$ cat src/rtl/turbo_arbiter_if.sv
// cpu_bus: shared CPU bus bundle. Observers such as turbo_arbiter
// only look at it through the monitor modport.
interface cpu_bus;
    logic        mreq;
    logic        ioreq;
    logic [15:0] a;

    modport monitor (input mreq, input ioreq, input a);
endinterface

$ cat src/rtl/turbo_arbiter.sv
// turbo_arbiter: chooses the CPU turbo level and commits changes to the
// clock generator only on an idle ck35 strobe, with a minimum dwell
// between commits.
//
// Optional feature: define AUTOTURBO_FE_HOLDOFF_EN to build the port #FE
// hold-off counter that forces NONE while autoturbo is on and the ULA
// port was touched recently. Without the macro, fe_active is tied low
// and #FE accesses have no effect.
module turbo_arbiter #(
    parameter logic [11:0] FE_HOLDOFF = 12'd4095,
    parameter logic [4:0]  DWELL      = 5'd16
) (
    input  logic       clk28,
    input  logic       rst,
    input  logic       ck35,
    cpu_bus.monitor    bus,
    input  logic [2:0] turbo_cfg,
    input  logic       autoturbo_en,
    input  logic       div_paged,
    input  logic       magic_map,
    input  logic       force_slow,
    output logic [2:0] turbo,
    output logic       turbo_switch,
    output logic       pending
);

    localparam logic [2:0] TURBO_NONE = 3'd0;
    localparam logic [2:0] TURBO_T14  = 3'd2;

    localparam logic [1:0] ST_STABLE  = 2'd0;
    localparam logic [1:0] ST_PENDING = 2'd1;
    localparam logic [1:0] ST_DWELL   = 2'd2;

    logic [1:0] state;
    logic [4:0] dwell_cnt;
    logic [2:0] target;
    logic       fe_active;
    logic       bus_idle;
    logic       unused_bus;

    assign bus_idle = !bus.mreq && !bus.ioreq;

`ifdef AUTOTURBO_FE_HOLDOFF_EN
    logic [11:0] holdoff_cnt;
    logic        fe_access;

    assign fe_access  = bus.ioreq && !bus.a[0];
    assign fe_active  = (holdoff_cnt != 12'd0);
    assign unused_bus = ^bus.a[15:1];

    // Hold-off counter: an #FE access reloads it (winning over a same-cycle
    // ck35), otherwise it counts ck35 ticks down to zero.
    always_ff @(posedge clk28) begin
        if (rst) begin
            holdoff_cnt <= 12'd0;
        end else if (fe_access) begin
            holdoff_cnt <= FE_HOLDOFF;
        end else if (ck35 && (holdoff_cnt != 12'd0)) begin
            holdoff_cnt <= holdoff_cnt - 12'd1;
        end
    end
`else
    assign fe_active  = 1'b0;
    assign unused_bus = ^{bus.a, FE_HOLDOFF};
`endif

    // Desired turbo level: slow demands first, then DivMMC boost, then
    // #FE hold-off, then the user setting with reserved codes as NONE.
    always_comb begin
        target = turbo_cfg[2] ? TURBO_NONE : turbo_cfg;
        if (force_slow) begin
            target = TURBO_NONE;
        end else if (autoturbo_en && div_paged && !magic_map) begin
            target = TURBO_T14;
        end else if (autoturbo_en && fe_active) begin
            target = TURBO_NONE;
        end
    end

    // Commit FSM: notice a mismatch, wait for an idle ck35 to switch, then
    // hold the new level for DWELL ck35 ticks before looking again.
    always_ff @(posedge clk28) begin
        if (rst) begin
            state        <= ST_STABLE;
            turbo        <= TURBO_NONE;
            turbo_switch <= 1'b0;
            dwell_cnt    <= 5'd0;
        end else begin
            turbo_switch <= 1'b0;
            case (state)
                ST_STABLE: begin
                    if (target != turbo) begin
                        state <= ST_PENDING;
                    end
                end
                ST_PENDING: begin
                    if (target == turbo) begin
                        state <= ST_STABLE;
                    end else if (ck35 && bus_idle) begin
                        turbo        <= target;
                        turbo_switch <= 1'b1;
                        dwell_cnt    <= DWELL;
                        state        <= ST_DWELL;
                    end
                end
                ST_DWELL: begin
                    if (dwell_cnt == 5'd0) begin
                        state <= ST_STABLE;
                    end else if (ck35) begin
                        dwell_cnt <= dwell_cnt - 5'd1;
                    end
                end
                default: begin
                    state <= ST_STABLE;
                end
            endcase
        end
    end

    assign pending = (state == ST_PENDING) ||
                     ((state == ST_DWELL) && (target != turbo));

endmodule

$ cat src/flat_wrapper.sv
// flat-port wrapper written by rule: the top's interface ports become plain ports
module turbo_arbiter_flat 
#(
    parameter logic [11:0] FE_HOLDOFF = 12'd4095,
    parameter logic [4:0]  DWELL      = 5'd16
)
  (clk28, rst, ck35, turbo_cfg, autoturbo_en, div_paged, magic_map, force_slow, turbo, turbo_switch, pending, bus_mreq, bus_ioreq, bus_a);
  cpu_bus bus_i ();
  input  logic clk28;
  input  logic rst;
  input  logic ck35;
  input  logic [2:0] turbo_cfg;
  input  logic autoturbo_en;
  input  logic div_paged;
  input  logic magic_map;
  input  logic force_slow;
  output logic [2:0] turbo;
  output logic turbo_switch;
  output logic pending;
  input wire logic [$bits(bus_i.mreq)-1:0] bus_mreq;
  input wire logic [$bits(bus_i.ioreq)-1:0] bus_ioreq;
  input wire logic [$bits(bus_i.a)-1:0] bus_a;
  assign bus_i.mreq = bus_mreq;
  assign bus_i.ioreq = bus_ioreq;
  assign bus_i.a = bus_a;
  turbo_arbiter #(.FE_HOLDOFF(FE_HOLDOFF), .DWELL(DWELL)) u_core (.clk28(clk28), .rst(rst), .ck35(ck35), .bus(bus_i), .turbo_cfg(turbo_cfg), .autoturbo_en(autoturbo_en), .div_paged(div_paged), .magic_map(magic_map), .force_slow(force_slow), .turbo(turbo), .turbo_switch(turbo_switch), .pending(pending));
endmodule
$ cat config.mk
export PLATFORM = sky130hd
export DESIGN_NAME = turbo_arbiter_flat
export DESIGN_NICKNAME = d
export VERILOG_FILES = /design/src/rtl/turbo_arbiter_if.sv /design/src/rtl/turbo_arbiter.sv /design/src/flat_wrapper.sv
export SDC_FILE = /design/constraint.sdc
export NUM_CORES = 1
export LEC_CHECK = 0
export CORE_MARGIN = 4
export CORE_UTILIZATION = 36
export CTS_BUF_LIST = sky130_fd_sc_hd__clkbuf_8
export CTS_CLUSTER_DIAMETER = 150
export CTS_CLUSTER_SIZE = 30
export DETAILED_ROUTE_END_ITERATION = 8
export PLACE_DENSITY = 0.85
export SLEW_MARGIN = 20
export SYNTH_ARGS = -nofsm -noshare
export SYNTH_HDL_FRONTEND = slang
export SYNTH_SLANG_ARGS = --single-unit
$ cat constraint.sdc
create_clock -name clk28 -period 1.6 [get_ports clk28]
set_input_delay 0.24 -clock clk28 [delete_from_list [all_inputs] [get_ports clk28]]
set_output_delay 0.24 -clock clk28 [all_outputs]
set_load 0.03 [all_outputs]
==> reports/metrics.csv, run 1 <==
stage,metric,value,unit
setup_path,critPathKind,primary input to primary output,
hold_path,hold_depth,5,
setup_path,start_kind,primary input,
outcome,violations,setup timing,
floorplan,io_pins,33,
sta,rsz0062_at_grt,yes,
power,fin_total_pwr,0.599,mW
setup_path,path_max_fanout,3,
clock_tree,cts_tree,yes,
power,ir_worst_vdd,0.414,mV
floorplan,die-area,2480,sq um
clock_tree,cts_inserted_buffers,3,
logic_synthesis,syn_inst,72,
setup_path,ff2ff_path_depth,7,
outcome,status,finished with violations,
drt,routed_wl,1.62,mm
setup_path,end_kind,primary output,
layout,diodes,0,
flow_run,drv_cap,0,
drt,wl_per_cell,13.5,microns
placed_design,gp_congestion,0.841,
clock_tree,clock_sinks,10,
clock_tree,clockBufferDepth,2,
drt,drt_pre_antenna_iters,4,
sta,fmax,0.614,GHz
placed_design,io_buffers,15,
drt,vias_per_cell,5.52,
logic_synthesis,netlist_area,629,sq um
hold_path,worstHoldPathType,primary input to flop,
global_route,grt.total_usage,15.3,%
global_route,grt_pass1_wl,2.87,mm
floorplan,die_height,49.8,microns
clock_tree,cts_root_buffer,clkbuf_8,
sta,period_minus_slack,1.63,ns
logic_synthesis,ys_seq_area_share,31.8,%
clock_tree,hold_buffers,0,
sta,hold_violations,0,
drt,remaining_drc_errors,0,
floorplan,die_w,49.8,microns
layout,register_area,203,sq um
sta,finalClockSkew,0.00193,ns
placed_design,dp_hpwl,1.19,mm
global_route,grt_max_degree,8,
drt,vias,662,
logic_synthesis,avgSynthCellArea,8.74,sq um
setup_path,cp_data_required_time,1.36,ns
sta,fin_ws,-0.0285,ns
logic_synthesis,syn_nets,102,
layout,multi_input_area,447,sq um
layout,layout.nets,136,
clock_tree,cts_max_level,1,
logic_synthesis,ys_seq_elements,10,
setup_path,arrival,1.39,ns
global_route,overflow,0,
layout,syn_to_final_growth,56.7,%
global_route,antenna_found_initial,0,
logic_synthesis,synth.distinct_cells,34,
layout,fillers,140,
sta,setup_viol,3,
sta,period_share,102,%
logic_synthesis,netlist_top_cells_area,"dfxtp_1, nand2b_1, a21oi_1, mux2i_1, ha_1",
logic_synthesis,synthDominantCellAreaShare,31.8,%
drt,drt-initial-drc-count,3,
power,leakage,0.449,nW
sta,slew_violations,0,
clock_tree,clock_latency,0.23,ns
logic_synthesis,yosys_warnings,0,
floorplan,std_cell_rows,14,
logic_synthesis,synth.largest_area_cell,dfxtp_1,
sta,finalSetupTns,-0.0442,ns
clock_tree,clk_pin_slew,0.05,ns
drt,ant_nets,0,
layout,drive_gt1_share,38.5,%
global_route,grt_pass1_vias,683,
floorplan,core_area,1580,sq um
floorplan,floorplan.initialDensity,39.9,%
power,p_per_area,607,nW/um^2
sta,hold_slack,0.457,ns
-- metal layers --
layer	vias up	part of all wire [%]	track usage, %
li1	331	-	-
met1	316	38	14.9
met2	15	56	29.3
met3	0	5.9	5.72
met4	0	0	4.61
met5	-	0	0
-- worst max-delay path, cell delays in order --
cell	delay, ns
buf_6	0.09
or3b_4	0.41
o21ai_2	0.15
nor4b_4	0.26
o21ai_2	0.09
buf_6	0.14
-- state kept, by name (all words and copies together), names as in the netlist --
register             flops
u_core.state             2
u_core.dwell_cnt         5
u_core.turbo             2
u_core.turbo_switch      1
-- final timing paths --
| path | slack, ns | to | startpoint |
|---|---|---|---|
| worst max-delay path | -0.03 | pending | force_slow |
| worst min-delay path | 0.46 | u_core.turbo[1] | force_slow |
| worst max register to register | -0.01 | u_core.dwell_cnt[0] | u_core.dwell_cnt[1] |
| worst min register to register | 0.51 | u_core.state[0] | u_core.state[1] |
-- cells in the mapped netlist, drive strengths merged --
cell type	count
dfxtp	10
nor2	7
a21oi	6
nand2b	6
nand2	4
nor3	4
inv	3
mux2i	3
o21ai	3
or3	3
ha	2
nand3b	2
nor4	2
a211oi	1
and3b	1
buf	1
clkbuf	1
conb	1
nand3	1
nand4bb	1
nor2b	1
nor4b	1
o211a	1
o211ai	1
o31a	1
o32ai	1
o41ai	1
or3b	1
or4	1
or4b	1
-- area by class of cell --
cell class,instances,share of cell area [%]
Inverter,3,1.14
Timing Repair Buffer,31,26.8
Tap cell,16,2.03
Clock buffer,3,4.19
Multi-Input combinational cell,57,45.3
Sequential cell,10,20.6
-- cells in the final DEF (no fill, tap or decap), drive strengths merged, types with 2 or more instances in the layout --
| master | count |
|---|---|
| nor4 | 2 |
| ha | 2 |
| a21oi | 6 |
| dfxtp | 10 |
| clkbuf | 3 |
| nor2 | 7 |
| dlygate4sd2 | 3 |
| or3 | 3 |
| dlymetal6s2s | 2 |
| inv | 3 |
| nand2 | 4 |
| buf | 20 |
| clkdlybuf4s50 | 5 |
| mux2i | 3 |
| o21ai | 3 |
| nor3 | 4 |
| nand2b | 6 |
| nand3b | 2 |
-- report_power, final --
group | switching, mW | leakage, nW | internal [mW]
clock | 0.0945 | 0.0216 | 0.164
sequential | 0.00166 | 0.0817 | 0.252
combinational | 0.0401 | 0.345 | 0.0464
total | 0.136 | 0.449 | 0.462
-- through the flow --
step                util, %  cells  instance area [sq um]  setup WS, ns
floorplan                 -     72                    641        0.0164
global placement       54.8    110                    865        -0.440
detailed placement     54.8    110                    865        -0.519
CTS                    60.7    119                    957       -0.0377
global route           62.5    120                    986       -0.0753
finish                 62.5    120                    986       -0.0285
-- cell families after synthesis --
logic type | count (synthesis) | share of synthesized area [%]
and+or+nand+nor | 36 | 38.2
AOI/OAI and AO/OA | 15 | 17.1
DFF | 10 | 31.8
buffers and inverters | 5 | 3.58
muxes | 3 | 4.77
adders and majority gates | 2 | 3.98
other | 1 | 0.596
-- repair_timing --
item	4_1_cts	5_1_grt
gates resized for setup	25	5
setup buffers	6	1
pin swaps	9	1
gates cloned	0	0
endpoints found under the setup margin	8	8
endpoints found under the hold margin	0	0
Power figures use the tool's default switching activity.
==> run 2, diff against run 1 <==
Settings changed: CORE_AREA set to 4 4 41 43, CORE_MARGIN 4 to not set, CORE_UTILIZATION 36 to not set, DIE_AREA set to 0 0 45 47, DONT_BUFFER_PORTS set to 1, GPL_ROUTABILITY_DRIVEN set to 0, PLACE_DENSITY 0.85 to 0.72.
==> reports/metrics.csv, run 2 (synthesis results as in run 1) <==
stage,metric,value,unit,change
clock_tree,clock_sinks,10,,unchanged
drt,vias,631,,-4.7%
setup_path,critPathTopFamily,simple AND/OR/NAND/NOR gates,,
setup_path,cp_common_cell,inv_2,,
layout,largest_reg_flops,5,,unchanged
floorplan,io_pins,33,,unchanged
clock_tree,clock_latency,0.24,ns,about the same
global_route,grt_pass1_wl,2.65,mm,-7.7%
setup_path,critPathMaxStageDelay,0.48,ns,+0.07 ns
layout,layout.nets,120,,-12%
floorplan,die_w,45,microns,-9.7%
outcome,status,finished with violations,,
setup_path,start_kind,flop,,
drt,vias_per_cell,6.07,,+10%
sta,finalClockSkew,0.000748,ns,-0.00118 ns
clock_tree,clockBufferDepth,2,,unchanged
setup_path,arrival,1.84,ns,+0.45 ns
layout,finalInstanceArea,877,sq um,-11%
setup_path,cp_data_required_time,1.77,ns,+0.41 ns
setup_path,critPathKind,flop to flop,,
hold_path,min_from,rst,,
placed_design,placed_area,746,sq um,-14%
layout,diodes,0,,unchanged
clock_tree,cts_max_level,1,,unchanged
sta,period_share,105,%,+2.7 points
drt,remaining_drc_errors,0,,unchanged
layout,final_common_cell,buf_4,,
hold_path,worstHoldPathType,primary input to flop,,
setup_path,cp-startpoint,u_core.dwell_cnt[0],,
global_route,grt_max_degree,14,,+6
floorplan,die-area,2120,sq um,-15%
sta,slew_violations,0,,unchanged
floorplan,std_cell_rows,13,,-1
sta,fin_ws,-0.0724,ns,-0.0439 ns
setup_path,path_cells,inv_2 -> ha_4 -> or4b_4 -> nand3_4 -> inv_2 -> or3_1 -> o21ai_1,,
sta,rsz0062_at_grt,yes,,
setup_path,end_kind,flop,,
floorplan,core_area,1300,sq um,-17%
clock_tree,clk_pin_slew,0.05,ns,about the same
setup_path,r2r_start,u_core.dwell_cnt[0],,
drt,wl_per_cell,17.3,microns,+28%
layout,largest-register,u_core.dwell_cnt,,
power,ir_worst_vdd,0.477,mV,+15%
outcome,violations,setup timing,,
clock_tree,cts_inserted_buffers,3,,unchanged
sta,hold_violations,0,,unchanged
drt,drt_pre_antenna_iters,4,,unchanged
flow_run,drv_cap,0,,unchanged
floorplan,floorplan.initialDensity,48.4,%,+8.4 points
global_route,grt_pass1_vias,612,,-10%
layout,reg_top3,"u_core.dwell_cnt: 5 flops, u_core.state: 2 flops, u_core.turbo: 2 flops",,
drt,drt-initial-drc-count,15,,+12
drt,ant_nets,0,,unchanged
global_route,overflow,0,,unchanged
sta,fmax,0.598,GHz,-2.6%
setup_path,path_buf_inv,2,,unchanged
power,p_per_area,725,nW/um^2,+19%
setup_path,path_max_fanout,3,,unchanged
global_route,antenna_found_initial,0,,unchanged
sta,hold_slack,0.0601,ns,-0.396 ns
layout,fillers,102,,-27%
setup_path,slowest_stage,or4b_4,,
drt,routed_wl,1.80,mm,+11%
clock_tree,cts_root_buffer,clkbuf_8,,
power,leakage,0.358,nW,-20%
floorplan,die_height,47,microns,-5.6%
layout,mostFrequentLayoutCells,"buf_4, dfxtp_1, nand2b_1",,
placed_design,dp_hpwl,1.19,mm,+0.45%
clock_tree,cts_tree,yes,,
placed_design,io_buffers,0,,-15
global_route,grt.total_usage,18.1,%,+2.8 points
layout,drive_gt1_share,43.8,%,+5.4 points
layout,syn_to_final_growth,39.4,%,
sta,period_minus_slack,1.67,ns,+0.0439 ns
sta,setup_viol,3,,unchanged
[run 2: cell types whose count changed in the layout (fill, tap and decap cells not counted), moves of 2 or more]
| cell | delta |
|---|---|
| dlymetal6s2s_1 | -2 |
| nor2_2 | +2 |
| buf_2 | -2 |
| clkdlybuf4s50_1 | -5 |
| buf_4 | -2 |
| dlygate4sd2_1 | -3 |
[run 2: layer usage]
metal | share of wire [%] | track usage [%]
met1 | 40 | 20.0
met2 | 51 | 30.2
met3 | 5.1 | 3.83
met4 | 3.4 | 14.0
met5 | 0 | 0
[run 2: stage by stage]
stage / util, % / total power [mW] / setup TNS, ns / instances / setup WS (ns)
6_report: 67.4 / 0.636 / -0.128 / 104 / -0.0724
5_1_grt: 67.4 / 0.655 / -0.327 / 104 / -0.110
4_1_cts: 62.4 / 0.634 / -0.0715 / 103 / -0.0429
3_5_place_dp: 57.3 / 0.303 / -0.232 / 98 / -0.0821
3_3_place_gp: 57.3 / 0.301 / -0.0795 / 98 / -0.0475
2_1_floorplan: - / 0.295 / 0 / 72 / 0.0164
[run 2: worst register-to-register path, cell delays in order, from the launching register on]
cell,delay (ns)
dfxtp_2,0.33
inv_2,0.08
ha_4,0.12
or4b_4,0.48
nand3_4,0.10
inv_2,0.05
or3_1,0.31
o21ai_1,0.13
[run 2: final cells by class]
class | count | area [sq um] | area share, %
Clock buffer | 4 | 55.1 | 6.28
Inverter | 3 | 11.3 | 1.28
Multi-Input combinational cell | 57 | 474 | 54.1
Sequential cell | 10 | 201 | 23.0
Tap cell | 15 | 18.8 | 2.14
Timing Repair Buffer | 15 | 116 | 13.3
[run 2: final timing paths]
kind	depth (start not counted)	endpoint	slack, ns
hold reg to reg	2	u_core.dwell_cnt[0]	0.55
hold / removal	1	u_core.state[1]	0.06
setup / recovery	7	u_core.dwell_cnt[0]	-0.07
setup reg to reg	7	u_core.dwell_cnt[0]	-0.07
[run 2: where the power goes]
group | leakage [nW] | internal (mW) | total (mW) | switching, mW
registers | 0.0812 | 0.251 | 0.254 | 0.00275
clock network | 0.0288 | 0.218 | 0.332 | 0.114
logic | 0.248 | 0.0258 | 0.0499 | 0.0241
[run 2: what timing repair did]
action / in CTS / in global routing
hold buffers: 0 / 0
buffers inserted: 1 / 1
pin swaps: 1 / 1
gates resized for setup: 1 / 14
endpoints found under the setup margin: 4 / 5
